`src/rtl/dma_block_xfer.sv`:
```
// Single-channel block-copy DMA over one shared single-port SRAM: read a word, then write it.
// Latency: RD_LAT+2 cycles per word; done pulses N*(RD_LAT+2)+1 cycles after start (1 for len 0).
// Backpressure: none; memory is always ready, start is ignored while busy, abort ends the block early.
module dma_block_xfer #(
    parameter int ADDR_W = 8,
    parameter int DATA_W = 8,
    parameter int LEN_W  = 8,
    parameter int RD_LAT = 1
) (
    input  logic              clk,
    input  logic              rst,
    input  logic              start,
    input  logic              abort,
    input  logic [ADDR_W-1:0] src_addr,
    input  logic [ADDR_W-1:0] dst_addr,
    input  logic [LEN_W-1:0]  len,
    output logic [ADDR_W-1:0] mem_addr,
    output logic [DATA_W-1:0] mem_wdata,
    output logic              mem_we_n,
    output logic              mem_ce_n,
    input  logic [DATA_W-1:0] mem_rdata,
    output logic              busy,
    output logic              done,
    output logic [LEN_W-1:0]  xfer_cnt
);

    typedef enum logic [2:0] {IDLE, RD, RD_WAIT, WR, DONE} state_t;

    state_t            state;
    logic [ADDR_W-1:0] src_r;
    logic [ADDR_W-1:0] dst_r;
    logic [LEN_W-1:0]  len_r;
    logic [LEN_W-1:0]  idx;
    logic [1:0]        wait_cnt;
    logic [LEN_W-1:0]  idx_nxt;

    assign idx_nxt = idx + LEN_W'(1);

    // Outputs are registered for the state being entered, so the bus is
    // glitch-free and strobes drop to idle by default on every transition.
    always_ff @(posedge clk) begin
        if (rst) begin
            state     <= IDLE;
            src_r     <= '0;
            dst_r     <= '0;
            len_r     <= '0;
            idx       <= '0;
            wait_cnt  <= '0;
            xfer_cnt  <= '0;
            busy      <= 1'b0;
            done      <= 1'b0;
            mem_addr  <= '0;
            mem_wdata <= '0;
            mem_ce_n  <= 1'b1;
            mem_we_n  <= 1'b1;
        end else begin
            mem_addr  <= '0;
            mem_wdata <= '0;
            mem_ce_n  <= 1'b1;
            mem_we_n  <= 1'b1;
            done      <= 1'b0;
            case (state)
                IDLE: begin
                    if (start) begin
                        src_r    <= src_addr;
                        dst_r    <= dst_addr;
                        len_r    <= len;
                        idx      <= '0;
                        xfer_cnt <= '0;
                        busy     <= 1'b1;
                        if (len == '0) begin
                            state <= DONE;
                            done  <= 1'b1;
                        end else begin
                            state    <= RD;
                            mem_addr <= src_addr;
                            mem_ce_n <= 1'b0;
                        end
                    end
                end
                RD: begin
                    if (abort) begin
                        state <= DONE;
                        done  <= 1'b1;
                    end else if (RD_LAT == 0) begin
                        // The write-data register doubles as the word buffer.
                        state     <= WR;
                        mem_addr  <= dst_r + ADDR_W'(idx);
                        mem_wdata <= mem_rdata;
                        mem_ce_n  <= 1'b0;
                        mem_we_n  <= 1'b0;
                    end else begin
                        state    <= RD_WAIT;
                        wait_cnt <= '0;
                    end
                end
                RD_WAIT: begin
                    if (abort) begin
                        state <= DONE;
                        done  <= 1'b1;
                    end else if (wait_cnt == 2'(RD_LAT - 1)) begin
                        state     <= WR;
                        mem_addr  <= dst_r + ADDR_W'(idx);
                        mem_wdata <= mem_rdata;
                        mem_ce_n  <= 1'b0;
                        mem_we_n  <= 1'b0;
                    end else begin
                        wait_cnt <= wait_cnt + 2'd1;
                    end
                end
                WR: begin
                    // The write on the bus this cycle always counts, even if aborted.
                    xfer_cnt <= xfer_cnt + LEN_W'(1);
                    idx      <= idx_nxt;
                    if (abort || idx_nxt == len_r) begin
                        state <= DONE;
                        done  <= 1'b1;
                    end else begin
                        state    <= RD;
                        mem_addr <= src_r + ADDR_W'(idx_nxt);
                        mem_ce_n <= 1'b0;
                    end
                end
                DONE: begin
                    state <= IDLE;
                    busy  <= 1'b0;
                end
                default: begin
                    state <= IDLE;
                    busy  <= 1'b0;
                end
            endcase
        end
    end

endmodule

```
`config.mk`:
```
export PLATFORM = sky130hd
export DESIGN_NAME = dma_block_xfer
export DESIGN_NICKNAME = d
export VERILOG_FILES = /design/src/rtl/dma_block_xfer.sv
export SDC_FILE = /design/constraint.sdc
export NUM_CORES = 1
export LEC_CHECK = 0
export ABC_AREA = 1
export CORE_UTILIZATION = 56
export DETAILED_ROUTE_END_ITERATION = 12
export PLACE_DENSITY_LB_ADDON = 0.1
export SYNTH_ARGS = -nofsm -noshare
export SYNTH_HDL_FRONTEND = slang
export SYNTH_SLANG_ARGS = --single-unit
```
`constraint.sdc`:
```
create_clock -name clk -period 6.2 [get_ports clk]
set_clock_uncertainty 0.1 [all_clocks]
set_input_delay 0.62 -clock clk [delete_from_list [all_inputs] [get_ports clk]]
set_output_delay 0.62 -clock clk [all_outputs]
set_load 0.005 [all_outputs]
```
==> flow_summary.toml, run 1 <==
[routing]
wirelength_um = 8640
drc = 1
drt_first_pass_iters = 8
drt_first_iter_violations = 238
post_detailed_route_count_of_antenna_violating_nets = 0
detail_route.vias_per_cell = 5.31
wire_per_inst_um = 13.8
routed_via_count = 3331

[clock_tree]
clk_pin_slew_worst_paths_ps = 80
clkSinkCount = 65
clockRootBuffer = "sky130_fd_sc_hd__clkbuf_8"
clk-insertion-delay-late_ps = 350
cts_max_path_buffers = 2
post-cts-setup-buffers = 0
cts.hold.buffers_added = 0
htree_num_levels = 3
resized_gates_after_cts = 0
tritoncts = "done"
cts_made_buffers = 9

[timing]
worst_slew_margin_rel = 0.527
final_hold_viol_count = 0
fmaxAchievable_mhz = 379
timing_worst_slew_pin_value_ps = 707
finalSetupViolations = 0
slew_viol_final = 0
worst_hold_slack_ps = 368
post-route-period-util = 0.426
unrepaired_setup_endpoints_after_global_routing = "false"
finalCriticalPeriod_ps = 2640
setup_total_negative_slack_ps = 0

[grt]
met3_usage = 0.0375
remaining_global_route_overflow = 0
grt.busiest_layer = "met2"
grt_first_pass_wirelength_um = 14000
initial_antenna_violation_count = 0
grt_use_met2 = 0.503
grt_start_max_net_pins = 42
first_global_vias = 3172
global_route.usage.met1 = 0.342
grt.total_usage = 0.285

[setup_path]
r2r-end = "mem_addr[7]"
worstSetupPathType = "flip-flop to flip-flop"
critPathCaptureType = "flip-flop"
crit_required_ps = 6390
cp-startpoint = "idx[0]"
startpoint_type = "flip-flop"
critPathMostFrequentCell = "sky130_fd_sc_hd__nand2_1"
critical_path_data_arrival_time_ps = 2830
max_stage_delay_ps = 510
rr_startpoint = "idx[0]"
critical_path.slowest_cell = "sky130_fd_sc_hd__dfxtp_1"
cp_max_fo = 7
regToRegSetupSlack_ps = 3560
worst_setup_path_endpoint = "mem_addr[7]"
path_cells = "ha_1 > nand2_1 > nor2_1 > nand2_1 > nand2_1 > inv_1 > ha_1 > nand2_1 > nor2_1 > nand2_1 > nand3_1 > nand3_1 > nand2_1 > nand4_1 > nand3_1 > nand2_1 > inv_1"
timing.reg2reg.worst_path_depth = 17

[placed_design]
place_congestion = 0.891
port-buffer-count = 63
place_inst = 611
hpwlAfterDp_um = 6190

[pwr]
switching_power_uw = 274
leakage_uw = 0.00186
pwr-share-seq = 0.453
p_int_uw = 735
p_comb_frac = 0.151
powerDensity_nw_per_um2 = 234
clockPowerShare = 0.397
ir_worst_vdd_mv = 0.164
switching_part_of_the_total_power = 0.272

[synthesis]
synth_area_leaders = "sky130_fd_sc_hd__dfxtp_1 38%, sky130_fd_sc_hd__nand2_1 14%, sky130_fd_sc_hd__a21oi_1 8.7%, sky130_fd_sc_hd__inv_1 7.9%, sky130_fd_sc_hd__ha_1 6.6%"
synth_flop_cell = "sky130_fd_sc_hd__dfxtp_1"
ys_types = 36
synth_largest_area_cell = "sky130_fd_sc_hd__dfxtp_1"
netlist_instances = 484
synth_seq_area_share = 0.379
post-synth-top-count-cell = "sky130_fd_sc_hd__nand2_1"
async_reset_ff_frac = 0
syn-num-nets = 540
ys.warnings.count = 0
average_instance_area_after_synthesis_um2 = 7.10
synth.cells.most_frequent = "124 x sky130_fd_sc_hd__nand2_1, 72 x sky130_fd_sc_hd__inv_1, 65 x sky130_fd_sc_hd__dfxtp_1"
synth_top_cell_area_share = 0.379
synth-seq-cells = 65
syn_area_um2 = 3430
synth_edf_count = 0

[floorplan]
top_ports = 64
fp.dieH_um = 80.3
fp.dieW_um = 80.3
core_area_um2 = 5920
cell_row_count = 28
dieArea_um2 = 6450
floorplan.initialDensity = 0.580

[outcome]
failed_checks = "design-rule violations"
run_status = "finished with violations"

[finish]
layout.nets = 603
syn2layout_area_growth_pct = 25.3
drive_gt1_frac = 0.0598
stdcell_count = 627
n_antenna_cell = 0

[worst_hold_path]
timing.hold.worst.class = "flip-flop to flip-flop"
timing.hold.worst_path_depth = 2

[run]
max-cap-violations = 0
==> kinds of logic after synthesis <==
logic type	count (synthesis)	synth area share
AND/OR/NAND/NOR	212	0.271
AO/OA/AOI/OAI	93	0.146
buffers and inverters	85	0.103
flip-flops	65	0.379
adder cells (fa/ha/maj)	20	0.0772
XOR/XNOR	9	0.0230
==> worst min-delay path by stage <==
stage | startpoint | end
2_1_floorplan | wait_cnt[1] | wait_cnt[1]
3_3_place_gp | busy | busy
3_5_place_dp | busy | busy
4_1_cts | busy | busy
5_1_grt | busy | busy
6_report | wait_cnt[1] | wait_cnt[1]
==> cell type report <==
class                      instances  area, um^2
tap                               75        93.8
multi-input combinational        334        1780
clock inverter                     7        95.1
clock buffer                       9         124
inverter                          73         274
sequential                        65        1300
timing repair buffer              64         638
fill                             500        1620
==> routing by layer <==
layer  vias to the layer above  wire length (um)  share of wire
li1                       1685                 -              -
met1                      1543              3670           0.42
met2                        86              4360           0.51
met3                        17               397          0.046
met4                         0               210          0.024
met5                         -                 0              0
==> sequential cells by signal (all words and copies together), names as in the netlist, 2 cells and up <==
name,flops
idx,8
xfer_cnt,8
wait_cnt,2
mem_addr,8
src_r,8
mem_wdata,8
len_r,8
dst_r,8
state,3
==> per-stage QoR <==
step                setup slack, ps   util  instance area, um^2  total power [uW]
finish                         3560  0.727                 4300              1010
global route                   3200  0.727                 4300              1050
CTS                            3570  0.727                 4300              1010
detailed placement             3290  0.690                 4090               617
global placement               3370  0.690                 4090               612
floorplan                      4020      -                 3430               560
==> cells in the final DEF, fill, tap and decap left out, types with 2 or more instances in the layout <==
| master | n |
|---|---|
| sky130_fd_sc_hd__nand3_2 | 2 |
| sky130_fd_sc_hd__clkbuf_8 | 9 |
| sky130_fd_sc_hd__a221oi_1 | 2 |
| sky130_fd_sc_hd__ha_1 | 18 |
| sky130_fd_sc_hd__nand3b_1 | 2 |
| sky130_fd_sc_hd__clkdlybuf4s50_1 | 63 |
| sky130_fd_sc_hd__nor3_1 | 2 |
| sky130_fd_sc_hd__clkinv_4 | 2 |
| sky130_fd_sc_hd__clkinv_2 | 2 |
| sky130_fd_sc_hd__dfxtp_1 | 65 |
| sky130_fd_sc_hd__a21oi_1 | 60 |
| sky130_fd_sc_hd__nand3_1 | 33 |
| sky130_fd_sc_hd__xnor2_1 | 3 |
| sky130_fd_sc_hd__nand2_2 | 6 |
| sky130_fd_sc_hd__o22ai_1 | 3 |
| sky130_fd_sc_hd__fa_1 | 2 |
| sky130_fd_sc_hd__inv_1 | 72 |
| sky130_fd_sc_hd__a211oi_1 | 3 |
| sky130_fd_sc_hd__nand2_1 | 124 |
| sky130_fd_sc_hd__o21bai_1 | 2 |
| sky130_fd_sc_hd__a31oi_1 | 2 |
| sky130_fd_sc_hd__nor2_4 | 3 |
| sky130_fd_sc_hd__bufinv_16 | 2 |
| sky130_fd_sc_hd__xor2_1 | 6 |
| sky130_fd_sc_hd__o21ai_0 | 17 |
| sky130_fd_sc_hd__nor2_1 | 33 |
| sky130_fd_sc_hd__o31ai_1 | 2 |
| sky130_fd_sc_hd__nand4_1 | 3 |
==> power by group through the flow <==
stage	Sequential [uW]	Combinational, uW	Clock, uW
floorplan	463	97.3	0
global placement	466	146	0
detailed placement	466	150	0
CTS	457	152	403
global route	459	171	422
finish	457	152	400
==> worst max-delay path: cells and delay by family (launching register included) <==
| kind | cells | cell delay [ps] |
|---|---|---|
| and+or+nand+nor | 13 | 1240 |
| DFF | 1 | 510 |
| buffers and inverters | 2 | 140 |
| adders and majority gates | 2 | 590 |
Power figures use the tool's default switching activity.
==> run 2: changes to the inputs <==
--- a/config.mk
+++ b/config.mk
@@ -6,7 +6,7 @@
 export NUM_CORES = 1
 export LEC_CHECK = 0
 export ABC_AREA = 1
-export CORE_UTILIZATION = 56
+export CORE_UTILIZATION = 52
 export DETAILED_ROUTE_END_ITERATION = 12
 export PLACE_DENSITY_LB_ADDON = 0.1
 export SYNTH_ARGS = -nofsm -noshare
==> constraint.sdc (replaced) <==
create_clock -name clk -period 2.7 [get_ports clk]
set_clock_uncertainty 0.1 [all_clocks]
set_input_delay 0.27 -clock clk [delete_from_list [all_inputs] [get_ports clk]]
set_output_delay 0.27 -clock clk [all_outputs]
set_load 0.005 [all_outputs]
==> run 2 against run 1 <==
  * Fmax is 10% higher
  * Sequential power is 130% higher
  * Register-to-register slack worse by 3300 ps
  * Wire length is 2.2% lower
  * The run now ends clean
  * Die area is 7.5% higher
  * Cell area is 1.4% higher
  * Critical path type unchanged
  * Clock-buffer cell count is 1 higher
  * Combinational power is 140% higher
  * Sequential share of layout area is 0.36 points lower
==> flow_summary.toml, run 2 (same netlist as run 1, synthesis figures left out) <==
[clock_tree]
tritoncts = "done"
cts_made_buffers = 9
clockRootBuffer = "sky130_fd_sc_hd__clkbuf_8"
clk_pin_slew_worst_paths_ps = 70
htree_num_levels = 3
clk-insertion-delay-late_ps = 340
cts_max_path_buffers = 2
cts.hold.buffers_added = 0
clkSinkCount = 65

[finish]
fill_cells = 556
stdcell_count = 635
layout.nets = 609
syn2layout_area_growth_pct = 27.1
n_antenna_cell = 0
layout.cells.most_common_list = "124 x sky130_fd_sc_hd__nand2_1, 72 x sky130_fd_sc_hd__inv_1, 63 x sky130_fd_sc_hd__dfxtp_1, 63 x sky130_fd_sc_hd__clkdlybuf4s50_1, 60 x sky130_fd_sc_hd__a21oi_1"
layout.cells.most_common = "sky130_fd_sc_hd__nand2_1"
drive_gt1_frac = 0.0735

[placed_design]
hpwlAfterDp_um = 6410
port-buffer-count = 63
dp_worst_setup_slack_ps = 256
place_congestion = 0.842
place_inst = 619

[setup_path]
critical_path.slowest_cell = "sky130_fd_sc_hd__dfxtp_2"
r2r-end = "mem_addr[7]"
worst-path-buf-inv = 3
timing.reg2reg.worst_path_depth = 18
cp_max_fo = 7
regToRegSetupSlack_ps = 310
startpoint_type = "flip-flop"
crit_required_ps = 2840
max_stage_delay_ps = 410
path_cells = "ha_1 > nand2_1 > nor2_1 > nand2_1 > nand2_1 > inv_1 > ha_1 > nand2_1 > nor2_1 > nand2_1 > nand3_1 > inv_1 > nand2_1 > nand2_1 > nand4_1 > nand3_1 > nand2_1 > inv_1"
rr_startpoint = "idx[0]"
critPathCaptureType = "flip-flop"
critical_path.top_delay_family = "simple AND/OR/NAND/NOR gates"
critical_path_data_arrival_time_ps = 2540
worstSetupPathType = "flip-flop to flip-flop"
critPathMostFrequentCell = "sky130_fd_sc_hd__nand2_1"

[grt]
grt_start_max_net_pins = 36
remaining_global_route_overflow = 0
first_global_vias = 3093
grt_first_pass_wirelength_um = 13800
initial_antenna_violation_count = 0
grt.total_usage = 0.249

[worst_hold_path]
timing.hold.worst.class = "input pin to flip-flop"
timing.hold.worst_path_depth = 3
timing.hold.worst_endpoint = "mem_wdata[3]"
timing.hold.worst.start = "mem_rdata[3]"

[routing]
drt_first_iter_violations = 197
routed_via_count = 3336
wire_per_inst_um = 13.3
detailroute.wirelength.met2_um = 4080
post_detailed_route_count_of_antenna_violating_nets = 0
drt_first_pass_iters = 4
drc = 0
detail_route.vias_per_cell = 5.25
wirelength_um = 8440
route.top_layer_used = "met4"
wl_met1_um = 3780
met3RoutedLength_um = 365

[timing]
fmaxAchievable_mhz = 418
worst_slew_margin_rel = 0.667
post-route-period-util = 0.886
finalSetupViolations = 0
finalCriticalPeriod_ps = 2390
timing_worst_slew_pin_value_ps = 499
setup_slack_ps = 307
setup_total_negative_slack_ps = 0
final_hold_viol_count = 0
slew_viol_final = 0
unrepaired_setup_endpoints_after_global_routing = "false"

[outcome]
run_status = "complete, no violations"

[pwr]
ir_worst_vdd_mv = 0.391
leakage_uw = 0.00189
powerDensity_nw_per_um2 = 539

[floorplan]
core_area_um2 = 6350
top_ports = 64
fp.dieW_um = 83.3
fp.dieH_um = 83.3
floorplan.initialDensity = 0.541
cell_row_count = 29
dieArea_um2 = 6930

[run]
max-cap-violations = 0
[run 2: cell count changes in the layout (fill, tap and decap cells not counted), sizes merged]
cell and change:
buf +6, clkinv -3, clkbuf +1, clkinvlp +2
[run 2: report_power, final]
group          switching, uW  internal, uW
clock                    395           546
sequential              33.4          1020
combinational            199           162
[run 2: routing by layer]
metal  vias up  global-route usage
met4         0               0.122
met1      1531               0.298
met2        84               0.425
met5         -                   0
met3        22              0.0477
li1       1699                   -
[run 2: how the worst max path moves through the flow]
stage | start | end | cells after the start
after floorplan | idx[0] | mem_addr[7] | 18
after CTS | idx[0] | mem_addr[7] | 18
after global routing | idx[0] | mem_addr[7] | 18
after detailed placement | idx[0] | mem_addr[7] | 18
after global placement | idx[0] | mem_addr[7] | 18
final | idx[0] | mem_addr[7] | 18
[run 2: timing repair]
| action | 4_1_cts | 5_1_grt |
|---|---|---|
| gates resized for setup | 0 | 2 |
| setup buffers | 0 | 0 |
| endpoints found under the setup margin | 0 | 1 |
[run 2: worst reg2reg max path: stages, from the launching register on]
cell and delay [ps]:
sky130_fd_sc_hd__dfxtp_2 410, sky130_fd_sc_hd__ha_1 210, sky130_fd_sc_hd__nand2_1 110, sky130_fd_sc_hd__nor2_1 160, sky130_fd_sc_hd__nand2_1 90, sky130_fd_sc_hd__nand2_1 100, sky130_fd_sc_hd__inv_1 60, sky130_fd_sc_hd__ha_1 340
sky130_fd_sc_hd__nand2_1 70, sky130_fd_sc_hd__nor2_1 80, sky130_fd_sc_hd__nand2_1 60, sky130_fd_sc_hd__nand3_1 120, sky130_fd_sc_hd__inv_1 60, sky130_fd_sc_hd__nand2_1 60, sky130_fd_sc_hd__nand2_1 40, sky130_fd_sc_hd__nand4_1 80
sky130_fd_sc_hd__nand3_1 70, sky130_fd_sc_hd__nand2_1 60, sky130_fd_sc_hd__inv_1 40
[run 2: metrics by stage]
step           utilization  cell area (um^2)  power, uW  hold WS, ps
2_1_floorplan            -              3430       1290          282
3_3_place_gp         0.651              4130       1420          347
3_5_place_dp         0.651              4130       1430          352
4_1_cts              0.687              4360       2370          332
5_1_grt              0.687              4360       2450          340
6_report             0.687              4360       2350          342
[run 2: area by class of cell]
| cell class | count | area [um^2] | area share |
|---|---|---|---|
| tap | 77 | 96.3 | 0.0221 |
| timing repair buffer | 70 | 683 | 0.157 |
| clock buffer | 10 | 138 | 0.0315 |
| multi-input combinational | 334 | 1780 | 0.407 |
| clock inverter | 6 | 91.3 | 0.0209 |
| inverter | 73 | 274 | 0.0628 |
| sequential | 65 | 1300 | 0.299 |
